File: src/rtl/carry_period_meas.sv
// carry_period_meas: measures carry-chain period from thermometer snapshots and sums 2^AVG_LOG2 good widths
// ports: c/r clock and sync reset; snap/snap_valid/snap_ready snapshot input handshake;
//        d/d_valid/d_ready accumulated width output handshake; miss_cnt saturating count of rejected snapshots
module carry_period_meas #(
  parameter int TAPS = 100,
  parameter int GUARD = 7,
  parameter int AVG_LOG2 = 4,
  parameter int EDGE_MODE = 0,
  parameter int W = $clog2(TAPS) + AVG_LOG2
) (
  input  logic            c,
  input  logic            r,
  input  logic [TAPS-1:0] snap,
  input  logic            snap_valid,
  output logic            snap_ready,
  output logic [W-1:0]    d,
  output logic            d_valid,
  input  logic            d_ready,
  output logic [7:0]      miss_cnt
);
  localparam int KW = $clog2(TAPS);
  localparam int GW = $clog2(GUARD + 1);
  localparam int NW = AVG_LOG2 + 1;
  localparam int TERM = EDGE_MODE != 0 ? 2 : 3;
  localparam logic [NW-1:0] NLAST = NW'((1 << AVG_LOG2) - 1);
  typedef enum logic [1:0] {IDLE, SCAN, ACC, OUT} state_t;
  state_t st, nx;
  logic [TAPS-1:0] sq;
  logic [KW-1:0] k, k1, wid;
  logic [GW-1:0] g;
  logic [1:0] ec;
  logic [W-1:0] sum;
  logic [NW-1:0] n;
  logic edge_hit, term, last, full;
  // a transition only counts once GUARD quiet taps have passed, which swallows bubbles
  assign edge_hit = (sq[k] ^ sq[k + KW'(1)]) && g == GW'(GUARD);
  assign term = edge_hit && ec == 2'(TERM - 1);
  assign last = k == KW'(TAPS - 2);
  assign full = n == NLAST;
  always_ff @(posedge c)
    st <= r ? IDLE : nx;
  always_comb
    nx = st == IDLE ? (snap_valid ? SCAN : IDLE)
       : st == SCAN ? (term ? ACC : last ? IDLE : SCAN)
       : st == ACC  ? (full ? OUT : IDLE)
       : (d_ready ? IDLE : OUT);
  always_comb begin
    snap_ready = st == IDLE;
    d_valid = st == OUT;
    d = st == OUT ? sum : '0;
  end
  always_ff @(posedge c)
    if (r) begin
      sum <= '0;
      n <= '0;
      miss_cnt <= '0;
    end else begin
      if (st == IDLE && snap_valid) begin
        sq <= snap;
        k <= '0;
        g <= GW'(GUARD);
        ec <= '0;
      end
      if (st == SCAN) begin
        k <= k + KW'(1);
        g <= edge_hit ? '0 : g == GW'(GUARD) ? g : g + GW'(1);
        if (edge_hit) ec <= ec + 2'd1;
        if (edge_hit && ec == 2'd0) k1 <= k;
        if (term) wid <= k - k1;
        if (last && !term && miss_cnt != 8'hff) miss_cnt <= miss_cnt + 8'd1;
      end
      if (st == ACC) begin
        sum <= sum + W'(wid);
        n <= n + NW'(1);
      end
      if (st == OUT && d_ready) begin
        sum <= '0;
        n <= '0;
      end
    end
endmodule

File: config.mk
export PLATFORM = sky130hd
export DESIGN_NAME = carry_period_meas
export DESIGN_NICKNAME = d
export VERILOG_FILES = /design/src/rtl/carry_period_meas.sv
export SDC_FILE = /design/constraint.sdc
export NUM_CORES = 1
export LEC_CHECK = 0
export CAP_MARGIN = 0
export CELL_PAD_IN_SITES_DETAIL_PLACEMENT = 1
export CELL_PAD_IN_SITES_GLOBAL_PLACEMENT = 2
export CORE_ASPECT_RATIO = 1.75
export CORE_UTILIZATION = 44
export DETAILED_ROUTE_END_ITERATION = 8
export DONT_BUFFER_PORTS = 1
export PLACE_DENSITY_LB_ADDON = 0.12
export SETUP_SLACK_MARGIN = 0.2
export SLEW_MARGIN = 30
export SYNTH_ARGS = -nofsm -noshare
export SYNTH_HDL_FRONTEND = slang
export SYNTH_SLANG_ARGS = --single-unit
File: constraint.sdc
create_clock -name c -period 7.8 [get_ports c]
set_input_delay 1.17 -clock c [delete_from_list [all_inputs] [get_ports c]]
set_output_delay 1.17 -clock c [all_outputs]
set_load 0.01 [all_outputs]
; ---- Word-level counts from Yosys, hierarchy flattened
; Cells that the tools add are included.
[totals]
out_inout_bits = 21
reg_bits = 152
wordCells = 70
[classes]
n_bitwise = 2
n_mux = 22
reduce_logical = 18
order_cmp = 2
addsub = 7
eq_ne = 9
[op_table]
columns = operator, count
row1 = $mux 2, 9
row2 = $lt 7x8->1 const B, 2
row3 = $bmux 1 s7, 2
row4 = $mux 7, 2
row5 = $mux 3, 4
row6 = $add 11x7->11, 1
row7 = $mux 11, 1
row8 = $reduce_and 3->1, 3
row9 = $add 8x1->8 const B, 1
row10 = $ne 8x8->1 const B, 1
row11 = $add 7x1->7 const B, 1
row12 = $eq 7x7->1 const B, 1
row13 = $logic_and 1x1->1, 7
row14 = $sub 7x7->7, 1
row15 = $eq 2x2->1 const B, 3
row16 = $reduce_and 2->1, 3
row17 = $add 5x1->5 const B, 1
row18 = $eq 5x4->1 const B, 1
row19 = $logic_not 2->1, 2
row20 = $mux 1, 4
row21 = $add 3x1->3 const B, 1
row22 = $eq 3x3->1 const B, 1
row23 = $ne 3x3->1 const B, 1
row24 = $add 2x1->2 const B, 1
row25 = 6 further kinds, 6

; ---- Logic depth before layout (Yosys ltp)
; Gate-level depths: netlist of run 1.
[depth]
depth_word = 10
depth_mapped = 16

; ---- Least setup slack after synthesis of run 1
; Ideal clock, no wire load.
[synth_timing]
kind = input-to-reg
from = in r
to = reg sq[0] (enable)
arrival_ns = 5.553
path_stages = 2
slack_ns = 1.687
path_cell_list = clkbuf_1 > nor2_1
[synth_via]
elab_chain_cells = 2
[synth_lines]
columns = item, line_no
row1 = "start, declared", 12  ; input logic r,
row2 = $not 1->1 (no source line), n/a
row3 = $reduce_and 2->1 (no source line), n/a
row4 = "end signal, assigned", 59  ; sq <= snap;
row5 = "end, declared", 28  ; logic [TAPS-1:0] sq;
; No other way between the ends.
; A chain may end at the register's enable or synchronous reset.

; ---- Worst setup path in the final report of run 1
[layout_timing]
from = reg k[0]
to = reg miss_cnt[6]
[layout_via]
elab_chain_cells = 10
[layout_lines]
columns = item, line_no
row1 = "start, declared", 29  ; logic [KW-1:0] k, k1, wid;
row2 = "start signal, assigned", 65  ; k <= k + KW'(1);
row3 = $add 7x1->7, 36  ; assign edge_hit = (sq[k] ^ sq[k + KW'(1)]) && g == GW'(GUARD);
row4 = $bmux 1 s7, 36
row5 = $mux 1 (implied by the code), 36
row6 = $xor 1x1->1, 36
row7 = $logic_and 1x1->1, 36
row8 = $logic_and 1x1->1, 37  ; assign term = edge_hit && ec == 2'(TERM - 1);
row9 = $logic_not 1->1, 70  ; if (last && !term && miss_cnt != 8'hff) miss_cnt <= miss_cnt + 8'd1;
row10 = $logic_and 1x1->1 (*) (2 in series), 70
row11 = $reduce_and 2->1 (no source line) (*), n/a
row12 = "end signal, assigned", 70
row13 = "end, declared", 19  ; output logic [7:0] miss_cnt
; Mark *: on every way between the ends. The rest lies on a longest branch, timed or not. The select of a mux whose other input is x is not followed.

==> results of run 1 <==
flip-flops by register name (all words and copies together), names as in the netlist:
name,cells
k,7
k1,7
wid,7
st,2
ec,2
sum,11
g,3
sq,100
n,5
miss_cnt,8
logic make-up after synthesis:
group,Yosys count
compound gates,74
xor+xnor,23
fa+ha+maj,25
buf+inv,57
flops,152
mux,76
simple gates,138
worst min-delay path: cells and delay by family, from the launching register on:
| kind | cells | cell delay [ns] |
|---|---|---|
| DFF | 1 | 0.32 |
| AOI/OAI and AO/OA | 1 | 0.05 |
| and+or+nand+nor | 1 | 0.06 |
final timing paths:
check	endpoint	slack [ns]
setup reg to reg	miss_cnt[6]	2.94
hold reg to reg	sum[3]	0.47
hold / removal	sum[3]	0.47
setup / recovery	miss_cnt[6]	2.94
final cells by class:
class / count / area [µm²] / area share (%)
multi-input combinational: 336 / 3118 / 37.01
clock inverter: 11 / 132.6 / 1.574
clock buffer: 19 / 432.9 / 5.138
timing repair buffer: 6 / 48.80 / 0.5792
inverter: 28 / 105.1 / 1.247
sequential: 152 / 4304 / 51.08
tap: 227 / 284.0 / 3.371
cell usage after synthesis, drive strengths merged (2+ instances only):
| cell type | n | area, µm² |
|---|---|---|
| and2 | 5 | 31.28 |
| nand2 | 31 | 116.4 |
| mux2i | 19 | 190.2 |
| nor3 | 7 | 40.04 |
| mux2 | 7 | 78.82 |
| a211oi | 3 | 22.52 |
| nand3b | 2 | 15.01 |
| nand2b | 4 | 25.02 |
| nor2b | 10 | 62.56 |
| o31ai | 3 | 22.52 |
| a21boi | 2 | 15.01 |
| xor2 | 6 | 52.55 |
| a21o | 6 | 45.04 |
| nor2 | 36 | 135.1 |
| o2111ai | 2 | 17.52 |
| clkbuf | 14 | 52.55 |
| ha | 23 | 287.8 |
| fa | 2 | 40.04 |
| nand3 | 8 | 40.04 |
| mux4 | 50 | 1126 |
| a221oi | 3 | 26.28 |
| or4 | 2 | 15.01 |
| and3 | 17 | 106.4 |
| o311ai | 2 | 17.52 |
| dfxtp | 26 | 520.5 |
| a21oi | 24 | 120.1 |
| buf | 15 | 91.33 |
| o211ai | 2 | 15.01 |
| edfxtp | 126 | 3784 |
| a311oi | 2 | 17.52 |
| inv | 28 | 105.1 |
| nand4 | 6 | 37.54 |
| or3 | 5 | 31.28 |
| o21ai | 14 | 70.07 |
| xnor2 | 17 | 148.9 |
layer usage:
layer	part of all wire, %	GRT usage [%]
met1	37	20.57
met2	58	36.85
met3	3.2	4.513
met4	2.0	8.514
met5	0	0
power breakdown:
group	leakage, nW	switching, mW	internal [mW]
sequential	1.37	0.0281	0.924
combinational	1.30	0.133	0.116
clock	0.275	0.310	0.494
total	2.94	0.471	1.53
metrics by stage:
stage	setup slack, ns	cell area (µm²)	hold WS [ns]
final	2.938	8426	0.4719
after CTS	2.803	8423	0.4787
after detailed placement	2.974	7858	0.4694
after global routing	2.515	8426	0.4980
after floorplan	1.687	7659	0.4441
after global placement	3.077	7851	0.4584
cell usage in the layout, fill, tap and decap left out, types with 4 or more instances in the layout:
master                      instances
sky130_fd_sc_hd__edfxtp_1         126
sky130_fd_sc_hd__mux4_2            50
sky130_fd_sc_hd__nor2_1            35
sky130_fd_sc_hd__nand2_1           31
sky130_fd_sc_hd__inv_1             28
sky130_fd_sc_hd__dfxtp_1           26
sky130_fd_sc_hd__a21oi_1           24
sky130_fd_sc_hd__ha_1              22
sky130_fd_sc_hd__mux2i_1           19
sky130_fd_sc_hd__and3_1            17
sky130_fd_sc_hd__xnor2_1           17
sky130_fd_sc_hd__clkbuf_16         17
sky130_fd_sc_hd__o21ai_0           14
sky130_fd_sc_hd__nor2b_1            9
sky130_fd_sc_hd__nand3_1            8
sky130_fd_sc_hd__nand4_1            6
sky130_fd_sc_hd__xor2_1             6
sky130_fd_sc_hd__a21o_1             6
sky130_fd_sc_hd__nor3_1             6
sky130_fd_sc_hd__or3_1              5
sky130_fd_sc_hd__mux2_2             5
sky130_fd_sc_hd__and2_1             5
sky130_fd_sc_hd__buf_4              5
sky130_fd_sc_hd__nand2b_1           4
==> summary by stage, run 1 <==
Logic synthesis
Summing the areas of all compound-gate instances in the mapped netlist gives 6.339% of the synthesized area. When the netlist entered floorplanning its net count stood at 674. Among all flip-flop cells after synthesis, the most frequent one is sky130_fd_sc_hd__edfxtp_1. Summing the areas of all xor and xnor instances in the mapped netlist gives 2.630% of the synthesized area. Summing every instance area after synthesis gives 7659 µm².

Of the total synthesized cell area, the portion taken by full adders, half adders and majority gates is 4.280%. The number of synthesized flops with an enable pin is 126. The Yosys warning count is 0.

The share of synthesized area occupied by flip-flops and latches is 56.20%. The count of distinct cell types in the synthesized netlist is 56. Multiplexer cells account for 18.22% of the synthesized area.

The synthesized instance count is 545. The synthesized flop and latch total is 152. The post-synthesis simple-gate area fraction is 9.083%. The largest family of logic cells by synthesized area is multiplexers. The share of flip-flops with an asynchronous set or reset after synthesis is 0%. The mean post-synth cell area is 14.05 µm².

Clock network
Clock-pin slew was measured on the worst setup and hold paths at 0.06 ns. The post-CTS repair timing setup buffer count is 0. The longest clock path from root to sink contains 2 buffers. The root cell of the clock tree is sky130_fd_sc_hd__clkbuf_16. The clock insertion delay at the later pin of the skew report is 0.42 ns. The clock tree from TritonCTS is yes. The post-cts repair resize count is 0. The H-tree generated during clock tree synthesis spans 4 levels. The number of buffers inserted during clock tree synthesis is 17. The CTS sink count is 152. For this design, the CTS-stage hold fixing added 0 buffers.

Timing
Derived from the worst setup path, the maximum achievable clock frequency is 205.7 MHz. The time the final worst path needs with I/O delays and setup is 4.862 ns. At the pin with the least slew margin, the transition time is 0.9499 ns. Setup repair after global routing left no endpoint under its margin.

The clock arrives with 0.009009 ns of skew. The number of max-slew violations in the final report is 0. In this run the tightest slew margin relative to its limit is 35.04%. The final period utilization is 62.34%. Setup violations remaining at the end of the flow were counted as 0. The number of hold violations in the final report is 0. The final total negative setup slack is 0 ns.

Setup path
The number of buffers and inverters on the critical path is 1. STA classifies the critical path startpoint as a flop. The signal on the critical path passes through buf_4, ha_1, xor2_1, mux4_2, mux2_2, nand3_1, a41o_1, a311o_1, nand2_1, or4b_1, mux2_1. The worst register-to-register path begins at k[0].

In this run the worst path has a maximum fanout of 52. On the worst path, the slowest cell contributes a delay of 0.70 ns. The critical path arrival is 5.16 ns.

The critical path depth in cells is 11. In this run the worst setup path begins at k[0]. The cell with the biggest individual delay on the critical path is sky130_fd_sc_hd__buf_4.

The classification of the worst setup path is reg2reg. On the critical path the largest part of the delay comes from multiplexers. The count of cells along the worst register-to-register path is 11.

At the worst endpoint, the required time is 8.10 ns. The worst setup path is captured at a flop.

Drt
The number of routed nets with antenna violations is 0. After the first detailed-routing iteration, the DRC count stood at 168. The via total after detailed routing is 4471. The first detailed-routing pass took 4 iterations. The post-detailed-route via-to-cell ratio is 5.739.

The routed wire length is 16370 µm. The post-route DRC violation count is 0. After detailed routing, the average wire length per cell comes to 21.01 µm.

Min path
The type of the worst min-delay path is reg2reg. The cell depth of the worst hold path is 2. The launch instance of the worst min-delay path is sum[3].

Power and ir drop
The maximum vdd ir drop is 0.2299 mV. The design draws 2.006 mW. Dividing total power by cell area gives a power density of 238.0 nW/µm². The analysis attributes to cell leakage a power of 2.945 nW.

Cells and area
The net total in the final layout is 670. Measured on the finished design, the core utilization comes to 49.72%. The repair_antennas step left the layout with diodes totalling 0. The filler cell count in the final layout is 1655. The area growth from synthesis to layout is 10.01%. The finished layout holds 779 standard cells, fillers aside. The fraction of final layout cells sized beyond drive strength 1 is 16.67%.

Global route
For this run, the total global-route usage over all layers was measured as 19.75%. The first global-routing pass estimated 25780 µm of wire. The number of antenna violations at the first check in global routing is 0.

The number of global-route vias before repair is 4851. The total congestion overflow after global routing is 0. The maximum number of pins on one net before global-route repair is 101.

Run
The count of maximum capacitance violations is 0.

Floorplanning
The starting density of the core is 45.19%. The horizontal die dimension is 101.7 µm. 125 I/O pins were placed.

The core region area is 16950 µm². In this run the vertical extent of the chip is 176.5 µm. The die covers 17960 µm². After floorplanning, the core was divided into 63 placement rows.

Place
During placement, the flow inserted port buffers numbering 0. The routability-driven placement congestion ratio is 0.7675. The post-detailed-placement half-perimeter wirelength is 11930 µm. The cell total after placement is 749.

Status
The flow ran to the end, and the final reports show no timing, DRC or antenna violations.
Note: power is estimated with default switching activity, not from simulation.
==> run 2, diff against run 1 <==
- CORE_UTILIZATION: 44 -> 40
- clock period: 7.8 -> 3.95 ns (I/O delays scaled with it)
==> summary by stage, run 2 (synthesized netlist as in run 1, its figures left out) <==
Cells and area
In the final layout, the registers with the most flip-flops are sq x100, sum x11, miss_cnt x8. The number of flip-flops under the largest register name is 100 (unchanged). The net total in the final layout is 705 (+5.2%).

The fraction of final layout cells sized beyond drive strength 1 is 23.26% (+6.6 points). The filler cell count in the final layout is 1876 (+13%). The leading cell type in the layout, fill and taps excluded is sky130_fd_sc_hd__edfxtp_1. The register with the most flip-flops in the final layout is sq.

The final design area excluding fillers was 8881 µm² (+5.4%). The utilization after layout is 47.59% (-2.1 points). The library cells used most frequently in the layout, excluding fill and tap cells, are 126 x sky130_fd_sc_hd__edfxtp_1, 50 x sky130_fd_sc_hd__mux4_2, 35 x sky130_fd_sc_hd__nor2_1.

The register area was 4304 µm² (unchanged). The filler-free cell count of the finished design is 828 (+6.3%). The area used by multi-input combinational logic was 3169 µm² (+1.6%). Relative to the synthesized area, the layout overhead comes to 15.96%.

Clock network
The clock insertion delay at the later pin of the skew report is 0.42 ns (about the same). TritonCTS built the clock tree. The worst-case clock buffer depth is 2 (unchanged).

The CTS sink count came to 152 (unchanged). The root cell of the clock tree is sky130_fd_sc_hd__clkbuf_16. The clock-pin slew reported for the worst setup and hold paths after clock tree synthesis was 0.06 ns (about the same). The total number of H-tree levels is 4 (unchanged). The number of buffers inserted during clock tree synthesis was 17 (unchanged).

Timing
The time the final worst path needs with I/O delays and setup came to 3.618 ns (-1.244 ns). Setup repair after global routing left no endpoint under its margin. The headroom to the max-slew limit is 52.71% (+18 points). The final total negative setup slack is 0 ns (unchanged). The final period utilization is 91.60% (+29 points). The number of hold violations in the final report came to 0 (unchanged).

The number of max-slew violations in the final report is 0 (unchanged). The final worst slack is 0.3317 ns (-2.606 ns). The slew of the pin with the lowest slew margin is 0.7076 ns (-0.2424 ns). The setup violation total in the final timing report is 0 (unchanged). The highest clock frequency the design can meet was 276.4 MHz (+34%). The clock skew is 0.008941 ns (-0.00006872 ns). The final hold slack was 0.2410 ns (-0.2309 ns).

Power and ir drop
The power density over the cells is 465.4 nW/µm² (+96%). The combinational cell fraction of total power is 14.4% (+2.0 points). The clock group share of total power came to 40.2% (about the same). The net load switching power is 1.016 mW (+120%). The maximum vdd ir drop is 0.5014 mV (+120%).

The switching share of power is 24.58% (+1.1 points). The total power came to 4.133 mW (+110%). The design internal power is 3.117 mW (+100%). The leakage power figure is 3.172 nW (+7.7%). The sequential fraction of design power came to 45.4% (-2.1 points).

Drt
The number of routed nets with antenna violations is 0 (unchanged). The first-pass detailed-route iteration total came to 4 (unchanged). The amount of wire on met3 after detailed routing is 568 µm (+7.4%). The wire length on met1 is 6444 µm (+6.8%). The average routed wire per standard cell is 21.96 µm (+4.5%). The routed length on met2 is 10600 µm (+12%). The post-detailed-route via-to-cell ratio is 5.725 (-0.26%). The routed wire length came to 18180 µm (+11%). Routed signal wires occupy layers up through met4. The post-route DRC violation count is 0 (unchanged). The via total after detailed routing is 4740 (+6.0%). The DRC marker count from the first detailed-route iteration is 216 (+29%).

Min path
The type of the worst min-delay path is in2reg. The launch instance of the worst min-delay path is r. The cell depth of the worst hold path was 1 (-1). The hold-critical path endpoint is miss_cnt[0].

Floorplanning
The count of pins on the block boundary came to 125 (unchanged). The starting density of the core was 41.04% (-4.2 points). The number of standard-cell rows in the floorplan is 66 (+4.8%).

The core region area was 18660 µm² (+10%). The floorplan die area is 19730 µm² (+9.8%). The overall die height is 185.0 µm (+4.8%). The horizontal die dimension is 106.6 µm (+4.8%).

Setup path
The data required time of the worst path is 4.25 ns (-3.85 ns). The kind of start point of the critical path is a flop. The endpoint of the most critical register-to-register path is miss_cnt[6]. The worst reg2reg path startpoint is k[0]. The signal on the critical path passes through buf_12, clkbuf_16, buf_4, mux4_2, mux2i_1, o2111a_1, o311ai_0, o31a_1, a311o_1, nand2_1, or4b_1, mux2_1. The delay of the slowest cell on the worst path is 0.53 ns (-0.17 ns). The number of buffers and inverters on the critical path is 3 (+2). The cell family with the largest share of critical-path delay is compound AO/OA/AOI/OAI gates. The register-to-register path setup slack was 0.33 ns (-2.61 ns). The count of cells along the worst register-to-register path is 12 (+1).

The classification of the worst setup path is reg2reg. On the critical path, the stage with the largest delay is an instance of sky130_fd_sc_hd__or4b_1. The element type at the critical path end is a flop.

The critical path arrival is 3.92 ns (-1.24 ns). The highest net fanout along the worst path is 8 (-85%).

Place
The cell total after placement came to 780 (+4.1%). The worst setup slack after placement is 0.1658 ns (-2.808 ns). The port buffer count came to 0 (unchanged).

The area of placed instances is 8040 µm² (+2.3%). The routability-driven placement congestion ratio came to 0.7926 (+3.3%). The post-detailed-placement half-perimeter wirelength is 13340 µm (+12%).

Global route
The maximum number of pins on one net before global-route repair was 101 (unchanged). The number of antenna violations at the first check in global routing is 0 (unchanged). The global-route wire length before repair is 27830 µm (+8.0%). The total congestion overflow after global routing is 0 (unchanged). The number of global-route vias before repair is 5175 (+6.7%).

The overall fraction of global-route tracks in use came to 19.16% (-0.59 points).

Run
The count of maximum capacitance violations came to 0 (unchanged).

Status
The run finished with clean final reports.
-- run 2: changes by cell type in the layout (fill, tap and decap cells not counted), sizes merged --
cell / before / now
clkbuf: 19 / 20
buf: 6 / 39
diode: 0 / 1
inv: 28 / 31
clkinv: 7 / 5
clkinvlp: 1 / 3
-- run 2: metal layers --
metal | up-vias | GRT usage [%]
met5 | - | 0
met2 | 145 | 37.34
met3 | 34 | 3.800
met1 | 2394 | 18.74
li1 | 2167 | -
met4 | 0 | 9.425
-- run 2: cell type report --
cell class	count	share of cell area (%)
clock buffers	18	4.832
well taps	238	3.353
diodes	1	0.02818
inverters	28	1.183
multi-input cells	336	35.69
flip-flops and latches	152	48.46
clock inverters	14	1.944
repair buffers	41	4.508
-- run 2: worst reg2reg max path: stages (launching register included) --
cell and delay [ns]:
sky130_fd_sc_hd__edfxtp_1 0.44, sky130_fd_sc_hd__buf_12 0.18, sky130_fd_sc_hd__clkbuf_16 0.16, sky130_fd_sc_hd__buf_4 0.14, sky130_fd_sc_hd__mux4_2 0.33, sky130_fd_sc_hd__mux2i_1 0.06, sky130_fd_sc_hd__o2111a_1 0.22, sky130_fd_sc_hd__o311ai_0 0.50
sky130_fd_sc_hd__o31a_1 0.27, sky130_fd_sc_hd__a311o_1 0.22, sky130_fd_sc_hd__nand2_1 0.14, sky130_fd_sc_hd__or4b_1 0.53, sky130_fd_sc_hd__mux2_1 0.31
-- run 2: how the worst max path moves through the flow --
stage	from	to	slack [ns]	cells after the start
2_1_floorplan	k[0]	miss_cnt[3]	0.25	14
3_3_place_gp	k[0]	miss_cnt[6]	0.23	10
3_5_place_dp	k[0]	wid[1]	0.17	9
4_1_cts	k[0]	k1[1]	0.21	12
5_1_grt	k[1]	miss_cnt[6]	0.21	12
6_report	k[0]	miss_cnt[6]	0.33	12
-- run 2: power by group through the flow --
stage | Sequential, mW | Clock (mW) | Combinational, mW
final | 1.88 | 1.66 | 0.595
after global routing | 1.88 | 1.76 | 0.647
after CTS | 1.88 | 1.71 | 0.552
after detailed placement | 1.91 | 0 | 0.544
after global placement | 1.91 | 0 | 0.532
after floorplan | 1.88 | 0 | 0.412
-- run 2: timing repair --
item / CTS / global route
setup endpoints to repair: 15 / 22
pin swaps: 0 / 2
hold buffers: 0 / 0
buffers inserted: 1 / 12
gates resized for setup: 1 / 15
gates cloned: 0 / 2
